==> config.mk <==
export PLATFORM = sky130hd
export DESIGN_NAME = sram_arb_flat
export DESIGN_NICKNAME = d
export VERILOG_FILES = /design/src/rtl/sram_arb_if.sv /design/src/rtl/sram_arb.sv /design/src/flat_wrapper.sv
export SDC_FILE = /design/constraint.sdc
export NUM_CORES = 1
export LEC_CHECK = 0
export CELL_PAD_IN_SITES_DETAIL_PLACEMENT = 1
export CELL_PAD_IN_SITES_GLOBAL_PLACEMENT = 2
export CORE_ASPECT_RATIO = 0.6
export CORE_UTILIZATION = 17
export DETAILED_ROUTE_END_ITERATION = 6
export PLACE_DENSITY_LB_ADDON = 0.1
export SYNTH_ARGS = -nofsm -noshare
export SYNTH_HDL_FRONTEND = slang
export SYNTH_SLANG_ARGS = --single-unit
==> constraint.sdc <==
create_clock -name clk -period 1.2 [get_ports clk]
set_input_delay 0.18 -clock clk [delete_from_list [all_inputs] [get_ports clk]]
set_output_delay 0.18 -clock clk [all_outputs]
set_load 0.05 [all_outputs]
==> src/rtl/sram_arb_if.sv <==
// Bus bundle between the fetch/data requesters, the arbiter and the unified SRAM.
// slave = arbiter view; master = requesters plus SRAM model.
interface sram_arb_if;
  logic        inst_req;
  logic [31:0] inst_addr;
  logic        data_req;
  logic [3:0]  data_wen;
  logic [31:0] data_addr;
  logic [31:0] data_wdata;
  logic        sram_en;
  logic [3:0]  sram_wen;
  logic [31:0] sram_addr;
  logic [31:0] sram_wdata;
  logic [31:0] sram_rdata;
  logic [31:0] inst_rdata;
  logic        inst_rvalid;
  logic [31:0] data_rdata;
  logic        data_rvalid;
  logic        stallreq_for_arb;

  modport slave (
    input  inst_req, inst_addr, data_req, data_wen, data_addr, data_wdata, sram_rdata,
    output sram_en, sram_wen, sram_addr, sram_wdata,
    output inst_rdata, inst_rvalid, data_rdata, data_rvalid, stallreq_for_arb
  );

  modport master (
    output inst_req, inst_addr, data_req, data_wen, data_addr, data_wdata, sram_rdata,
    input  sram_en, sram_wen, sram_addr, sram_wdata,
    input  inst_rdata, inst_rvalid, data_rdata, data_rvalid, stallreq_for_arb
  );
endinterface

==> src/rtl/sram_arb.sv <==
// Fetch/data arbiter for a single-ported unified SRAM with one-cycle read return.
// Optional fetch anti-starvation override enabled by macro ARB_FAIRNESS_EN.
module sram_arb #(
  parameter int STARVE_LIMIT = 2
) (
  input  logic      clk,
  input  logic      rst,
  sram_arb_if.slave bus
);

  typedef enum logic [1:0] {
    IDLE  = 2'd0,
    RET_D = 2'd1,
    RET_I = 2'd2
  } state_e;

  state_e      state_q;
  state_e      state_d;
  logic        grant_inst_s;
  logic        grant_data_s;
  logic        starved_s;
  logic [31:0] inst_rdata_q;
  logic [31:0] data_rdata_q;

`ifdef ARB_FAIRNESS_EN
  localparam int CW = (STARVE_LIMIT < 1) ? 1 : $clog2(STARVE_LIMIT + 1);

  logic [CW-1:0] starve_q;
  logic [CW-1:0] starve_d;

  assign starved_s = (starve_q == CW'(STARVE_LIMIT));

  // Count data wins against a waiting fetch; any fetch grant or idle fetch clears it.
  always_comb begin
    starve_d = starve_q;
    if (grant_inst_s || !bus.inst_req) begin
      starve_d = {CW{1'b0}};
    end else if (grant_data_s) begin
      starve_d = starve_q + CW'(1);
    end else begin
      starve_d = starve_q;
    end
  end

  // Starvation counter register.
  always_ff @(posedge clk) begin
    if (rst) begin
      starve_q <= {CW{1'b0}};
    end else begin
      starve_q <= starve_d;
    end
  end
`else
  assign starved_s = 1'b0;
`endif

  // Per-cycle grant: data first unless a starved fetch is owed the slot.
  always_comb begin
    grant_inst_s = 1'b0;
    grant_data_s = 1'b0;
    if (rst) begin
      grant_inst_s = 1'b0;
      grant_data_s = 1'b0;
    end else if (bus.data_req && !(bus.inst_req && starved_s)) begin
      grant_data_s = 1'b1;
    end else if (bus.inst_req) begin
      grant_inst_s = 1'b1;
    end else begin
      grant_inst_s = 1'b0;
      grant_data_s = 1'b0;
    end
  end

  // SRAM command mux and fetch stall.
  always_comb begin
    bus.sram_en          = 1'b0;
    bus.sram_wen         = 4'h0;
    bus.sram_addr        = 32'h0000_0000;
    bus.sram_wdata       = 32'h0000_0000;
    bus.stallreq_for_arb = bus.inst_req && !grant_inst_s && !rst;
    if (grant_data_s) begin
      bus.sram_en    = 1'b1;
      bus.sram_wen   = bus.data_wen;
      bus.sram_addr  = bus.data_addr;
      bus.sram_wdata = bus.data_wdata;
    end else if (grant_inst_s) begin
      bus.sram_en    = 1'b1;
      bus.sram_wen   = 4'h0;
      bus.sram_addr  = bus.inst_addr;
      bus.sram_wdata = 32'h0000_0000;
    end else begin
      bus.sram_en    = 1'b0;
    end
  end

  // Return-state register.
  always_ff @(posedge clk) begin
    if (rst) begin
      state_q <= IDLE;
    end else begin
      state_q <= state_d;
    end
  end

  // Next return state depends only on this cycle's grant; writes return nothing.
  always_comb begin
    state_d = IDLE;
    if (grant_data_s && (bus.data_wen == 4'h0)) begin
      state_d = RET_D;
    end else if (grant_inst_s) begin
      state_d = RET_I;
    end else begin
      state_d = IDLE;
    end
  end

  // Return outputs: pass sram_rdata through on the return cycle, else show held copy.
  always_comb begin
    bus.inst_rvalid = 1'b0;
    bus.data_rvalid = 1'b0;
    bus.inst_rdata  = inst_rdata_q;
    bus.data_rdata  = data_rdata_q;
    if (rst) begin
      bus.inst_rdata = 32'h0000_0000;
      bus.data_rdata = 32'h0000_0000;
    end else begin
      case (state_q)
        RET_D: begin
          bus.data_rvalid = 1'b1;
          bus.data_rdata  = bus.sram_rdata;
        end
        RET_I: begin
          bus.inst_rvalid = 1'b1;
          bus.inst_rdata  = bus.sram_rdata;
        end
        default: begin
          bus.inst_rvalid = 1'b0;
          bus.data_rvalid = 1'b0;
        end
      endcase
    end
  end

  // Hold registers keep the last returned word per requester across stalls.
  always_ff @(posedge clk) begin
    if (rst) begin
      inst_rdata_q <= 32'h0000_0000;
      data_rdata_q <= 32'h0000_0000;
    end else begin
      if (state_q == RET_I) begin
        inst_rdata_q <= bus.sram_rdata;
      end
      if (state_q == RET_D) begin
        data_rdata_q <= bus.sram_rdata;
      end
    end
  end

endmodule

==> src/flat_wrapper.sv <==
// flat-port wrapper written by rule: the top's interface ports become plain ports
module sram_arb_flat 
#(
  parameter int STARVE_LIMIT = 2
)
  (clk, rst, bus_inst_req, bus_inst_addr, bus_data_req, bus_data_wen, bus_data_addr, bus_data_wdata, bus_sram_rdata, bus_sram_en, bus_sram_wen, bus_sram_addr, bus_sram_wdata, bus_inst_rdata, bus_inst_rvalid, bus_data_rdata, bus_data_rvalid, bus_stallreq_for_arb);
  sram_arb_if bus_i ();
  input  logic clk;
  input  logic rst;
  input wire logic [$bits(bus_i.inst_req)-1:0] bus_inst_req;
  input wire logic [$bits(bus_i.inst_addr)-1:0] bus_inst_addr;
  input wire logic [$bits(bus_i.data_req)-1:0] bus_data_req;
  input wire logic [$bits(bus_i.data_wen)-1:0] bus_data_wen;
  input wire logic [$bits(bus_i.data_addr)-1:0] bus_data_addr;
  input wire logic [$bits(bus_i.data_wdata)-1:0] bus_data_wdata;
  input wire logic [$bits(bus_i.sram_rdata)-1:0] bus_sram_rdata;
  output wire logic [$bits(bus_i.sram_en)-1:0] bus_sram_en;
  output wire logic [$bits(bus_i.sram_wen)-1:0] bus_sram_wen;
  output wire logic [$bits(bus_i.sram_addr)-1:0] bus_sram_addr;
  output wire logic [$bits(bus_i.sram_wdata)-1:0] bus_sram_wdata;
  output wire logic [$bits(bus_i.inst_rdata)-1:0] bus_inst_rdata;
  output wire logic [$bits(bus_i.inst_rvalid)-1:0] bus_inst_rvalid;
  output wire logic [$bits(bus_i.data_rdata)-1:0] bus_data_rdata;
  output wire logic [$bits(bus_i.data_rvalid)-1:0] bus_data_rvalid;
  output wire logic [$bits(bus_i.stallreq_for_arb)-1:0] bus_stallreq_for_arb;
  assign bus_i.inst_req = bus_inst_req;
  assign bus_i.inst_addr = bus_inst_addr;
  assign bus_i.data_req = bus_data_req;
  assign bus_i.data_wen = bus_data_wen;
  assign bus_i.data_addr = bus_data_addr;
  assign bus_i.data_wdata = bus_data_wdata;
  assign bus_i.sram_rdata = bus_sram_rdata;
  assign bus_sram_en = bus_i.sram_en;
  assign bus_sram_wen = bus_i.sram_wen;
  assign bus_sram_addr = bus_i.sram_addr;
  assign bus_sram_wdata = bus_i.sram_wdata;
  assign bus_inst_rdata = bus_i.inst_rdata;
  assign bus_inst_rvalid = bus_i.inst_rvalid;
  assign bus_data_rdata = bus_i.data_rdata;
  assign bus_data_rvalid = bus_i.data_rvalid;
  assign bus_stallreq_for_arb = bus_i.stallreq_for_arb;
  sram_arb #(.STARVE_LIMIT(STARVE_LIMIT)) u_core (.clk(clk), .rst(rst), .bus(bus_i));
endmodule
# Yosys cells after proc, flatten, opt, wreduce, memory -nomap -nowiden
# Index checks and enable logic that the tools add are counted.
# op_classes
n_eq_ne	2
mux	21
reduce_logical	7
# op_table
operator	n
2-to-1 mux 32 bit	7
2-to-1 mux 1 bit	12
logical NOT 4 bit	1
2-to-1 mux 4 bit	1
logical AND 1 bit	3
equality test 2 x 1 -> 1 bit, second input constant	1
equality test 2 bit, second input constant	1
logical NOT 1 bit	2
2-to-1 mux 2 bit	1
OR reduction 2 bit	1
# word_totals
reg_bits	66
in_bits	136
out_inout_bits	136
word_cells	34

# Longest topological paths before layout
# logic_depth
depth_word	6
ltp_mapped	5
mapped_depth_nobuf	2

# Worst setup path after synthesis
# No wires, ideal clock.
# synth_timing
path_kind	register to register
start	register u_core.state_q[0]
end	register u_core.inst_rdata_q[10]
setup_ps	214
arrival_ps	1672
required_ps	986
slack_ps	-686
path_stages_with_launch	5
path_buffers	2
synth_period_minus_slack_ps	1886
cell_sequence	dfxtp_1 -> nand2b_1 -> buf_2 -> buf_4 -> mux2i_1
# synth_between
elab_chain_cells	3
# synth_rtl
item	line	source
from (decl)	sram_arb.sv:17	state_e state_q;
from (signal assigned)	sram_arb.sv:101	state_q <= state_d;
equality test 2 bit	--	
2-to-1 mux 32 bit (2 in series)	--	
named net bus_inst_rdata[10]	flat_wrapper.sv:21	output wire logic [$bits(bus_i.inst_rdata)-1:0] bus_inst_rdata;
to (signal assigned)	sram_arb.sv:151	inst_rdata_q <= bus.sram_rdata;
to (decl)	sram_arb.sv:22	logic [31:0] inst_rdata_q;
# The timed path passes the listed nets, and every way through them passes these cells.
# A chain may end at the register's enable or synchronous reset.

# Worst setup path after layout
# layout_timing
start	register u_core.state_q[0]
end	register u_core.data_rdata_q[0]
# layout_between
elab_chain_cells	3
# layout_rtl
item	line	source
equality test 2 x 1 -> 1 bit	sram_arb.sv:153	if (state_q == RET_D) begin
2-to-1 mux 32 bit (2 in series)	--	
to (signal assigned)	sram_arb.sv:154	data_rdata_q <= bus.sram_rdata;
to (decl)	sram_arb.sv:23	logic [31:0] data_rdata_q;
# No other way between the ends.

==> flow_summary.ini <==
[status]
status = complete, but fails checks
violations = negative setup slack

[worst_setup_path]
crit_path_start = u_core.state_q[0]
end_kind = flip-flop
r2r_slack_ns = -0.63
crit_type = reg -> reg
rr_worst_depth = 11
cp.required_ns = 1.42
rr_endpoint = u_core.data_rdata_q[0]
worstPathMaxFanout = 8
startpoint_type = flip-flop
arrival_ns = 2.06
r2r_start = u_core.state_q[0]

[synthesis]
synth_cells = 341
syn_area_sq_um = 3390
yosysUniqueCellTypes = 13
synth_nets = 477
synth-seq-cells = 66
avgSynthCellArea_sq_um = 9.95
synth.yosys.warnings = 0
seq_area_frac_synth_pct = 38.9

[die]
core_sq_um = 19300
io_pins = 272
dieArea_sq_um = 20600
die_x_um = 184
initial_core_util_pct = 17.6
die_h_um = 111
rows = 39

[clock_tree]
cts.sinks = 66
cts_buffers = 9
htree_levels = 3
clockRootBuffer = clkbuf_16
cts_buffer_depth = 2
tritoncts = built
clk-insertion-delay-late_ns = 0.33
clkSlewWorstSetupHoldPaths_ns = 0.06

[finish]
final_cell_mix = buf_12 (154), clkdlybuf4s50_1 (132), nand2b_1 (95)
regArea_sq_um = 1320
fillers = 1855
nets = 815
drive_gt1_share_pct = 57.0
antenna_cells = 0
stdcell_count = 950
multiInputGateArea_sq_um = 2870
final_common_cell = buf_12
syn_to_final_growth_pct = 201

[global_routing]
grt.total_usage_pct = 17.5
grt_pass1_wl_mm = 26.9
grt_start_max_net_pins = 38
grt_pass1_vias = 4393
antenna_found_initial = 0
grt-ovfl-total = 0

[worst_hold_path]
holdPathEnd = u_core.data_rdata_q[19]
holdCritStartpoint = rst
hp-class = in -> reg
hold_depth = 4

[sta]
setup_viol = 171
period_minus_slack_ns = 1.83
finalCritPeriodShare_pct = 153
whs_ns = 0.467
fin_ws_ns = -0.633
skew_ns = 0.00616
max_slew_margin_pct = 85.2
hold_viol = 0
tightest_slew_ns = 0.218
final-max-slew-violation-count = 0
grt_setup_unrepaired = true
fmax_mhz = 546

[drt]
drt_wl_total_mm = 17.7
ant_nets = 0
drt-initial-drc-count = 71
route.vias.total = 3899
viasPerCell = 4.10
drc = 0
avgRoutedWirePerCell_um = 18.6
drtPass1Iterations = 4

[placed_design]
portBuffers = 271
dp_hpwl_mm = 12.4
routabilityCongestion = 0.786
placedCellCount = 866

[pwr]
pwr_density_cell_nw_per_um2 = 763
ir_drop_mv = 0.730
p_leak_nw = 3.99

[flow_run]
drv_cap = 0
## worst max-delay path by stage
| stage | endpoint | slack [ns] | cells after the start |
|---|---|---|---|
| after floorplan | bus_data_rdata[0] | -0.23 | 4 |
| after global placement | bus_sram_addr[3] | -0.72 | 4 |
| after detailed placement | bus_sram_addr[14] | -0.75 | 4 |
| after CTS | bus_data_rdata[22] | -0.63 | 5 |
| after global routing | bus_data_rdata[2] | -0.70 | 5 |
| final | u_core.data_rdata_q[0] | -0.63 | 11 |
## power breakdown
group | internal (mW) | switching, mW | total [mW]
Clock | 1.66 | 1.03 | 2.69
Combinational | 1.59 | 1.27 | 2.86
Sequential | 2.24 | 0.0143 | 2.25
Total | 5.50 | 2.31 | 7.81
## critical path: stages, from the launching register on
cell	delay, ns
dfxtp_2	0.33
nor2b_4	0.13
buf_12	0.15
buf_16	0.16
mux2i_4	0.20
buf_4	0.15
buf_6	0.10
buf_6	0.10
buf_6	0.10
buf_6	0.10
buf_6	0.10
buf_6	0.10
## cells in the mapped netlist, drive strengths merged
| cell type | instances | share of area (%) |
|---|---|---|
| mux2i | 64 | 19 |
| nor2b | 2 | 0.37 |
| a32o | 32 | 9.4 |
| nor2 | 5 | 0.77 |
| nor4 | 1 | 0.18 |
| clkbuf | 13 | 1.4 |
| nand2b | 98 | 18 |
| and2 | 39 | 7.2 |
| dfxtp | 66 | 39 |
| buf | 21 | 4.8 |
## logic make-up after synthesis
logic type | synth area share (%)
compound gates | 9.44
buf+inv | 6.19
flops | 38.9
mux | 18.9
simple gates | 26.6
## what timing repair did
item,CTS,global route
pin swaps,38,18
resized for setup,99,22
cloned,16,0
setup endpoints to repair,197,189
hold buffers,0,0
buffers inserted,36,21
## state kept, by name, indices dropped and copies added (netlist names)
| signal | cells |
|---|---|
| u_core.data_rdata_q | 32 |
| u_core.state_q | 2 |
| u_core.inst_rdata_q | 32 |
## metal layers
metal / up-vias / global-route usage (%) / wire length [um]
met5: - / 0 / 0
met4: 0 / 2.61 / 98
met3: 6 / 5.86 / 1110
met2: 111 / 30.2 / 8990
met1: 1913 / 21.4 / 7470
li1: 1869 / - / -
## through the flow
step	util, %	area (sq um)	worst slack, ns	power, mW	setup TNS (ns)
after global routing	53.1	10200	-0.701	8.11	-65.25
after global placement	45.6	8790	-0.721	4.79	-63.55
after detailed placement	45.6	8790	-0.755	4.82	-65.51
final	53.1	10200	-0.633	7.81	-56.42
after floorplan	-	4390	-0.228	3.49	-25.84
after CTS	52.3	10100	-0.634	7.89	-57.39
## cell type report
class / instances / area share, %
clock buffer: 10 / 2.34
clock inverter: 6 / 0.648
multi-input combinational: 242 / 28.0
sequential: 66 / 12.9
tap: 266 / 3.25
timing repair buffer: 360 / 52.8
No activity file was read; power rests on OpenSTA's default activity.
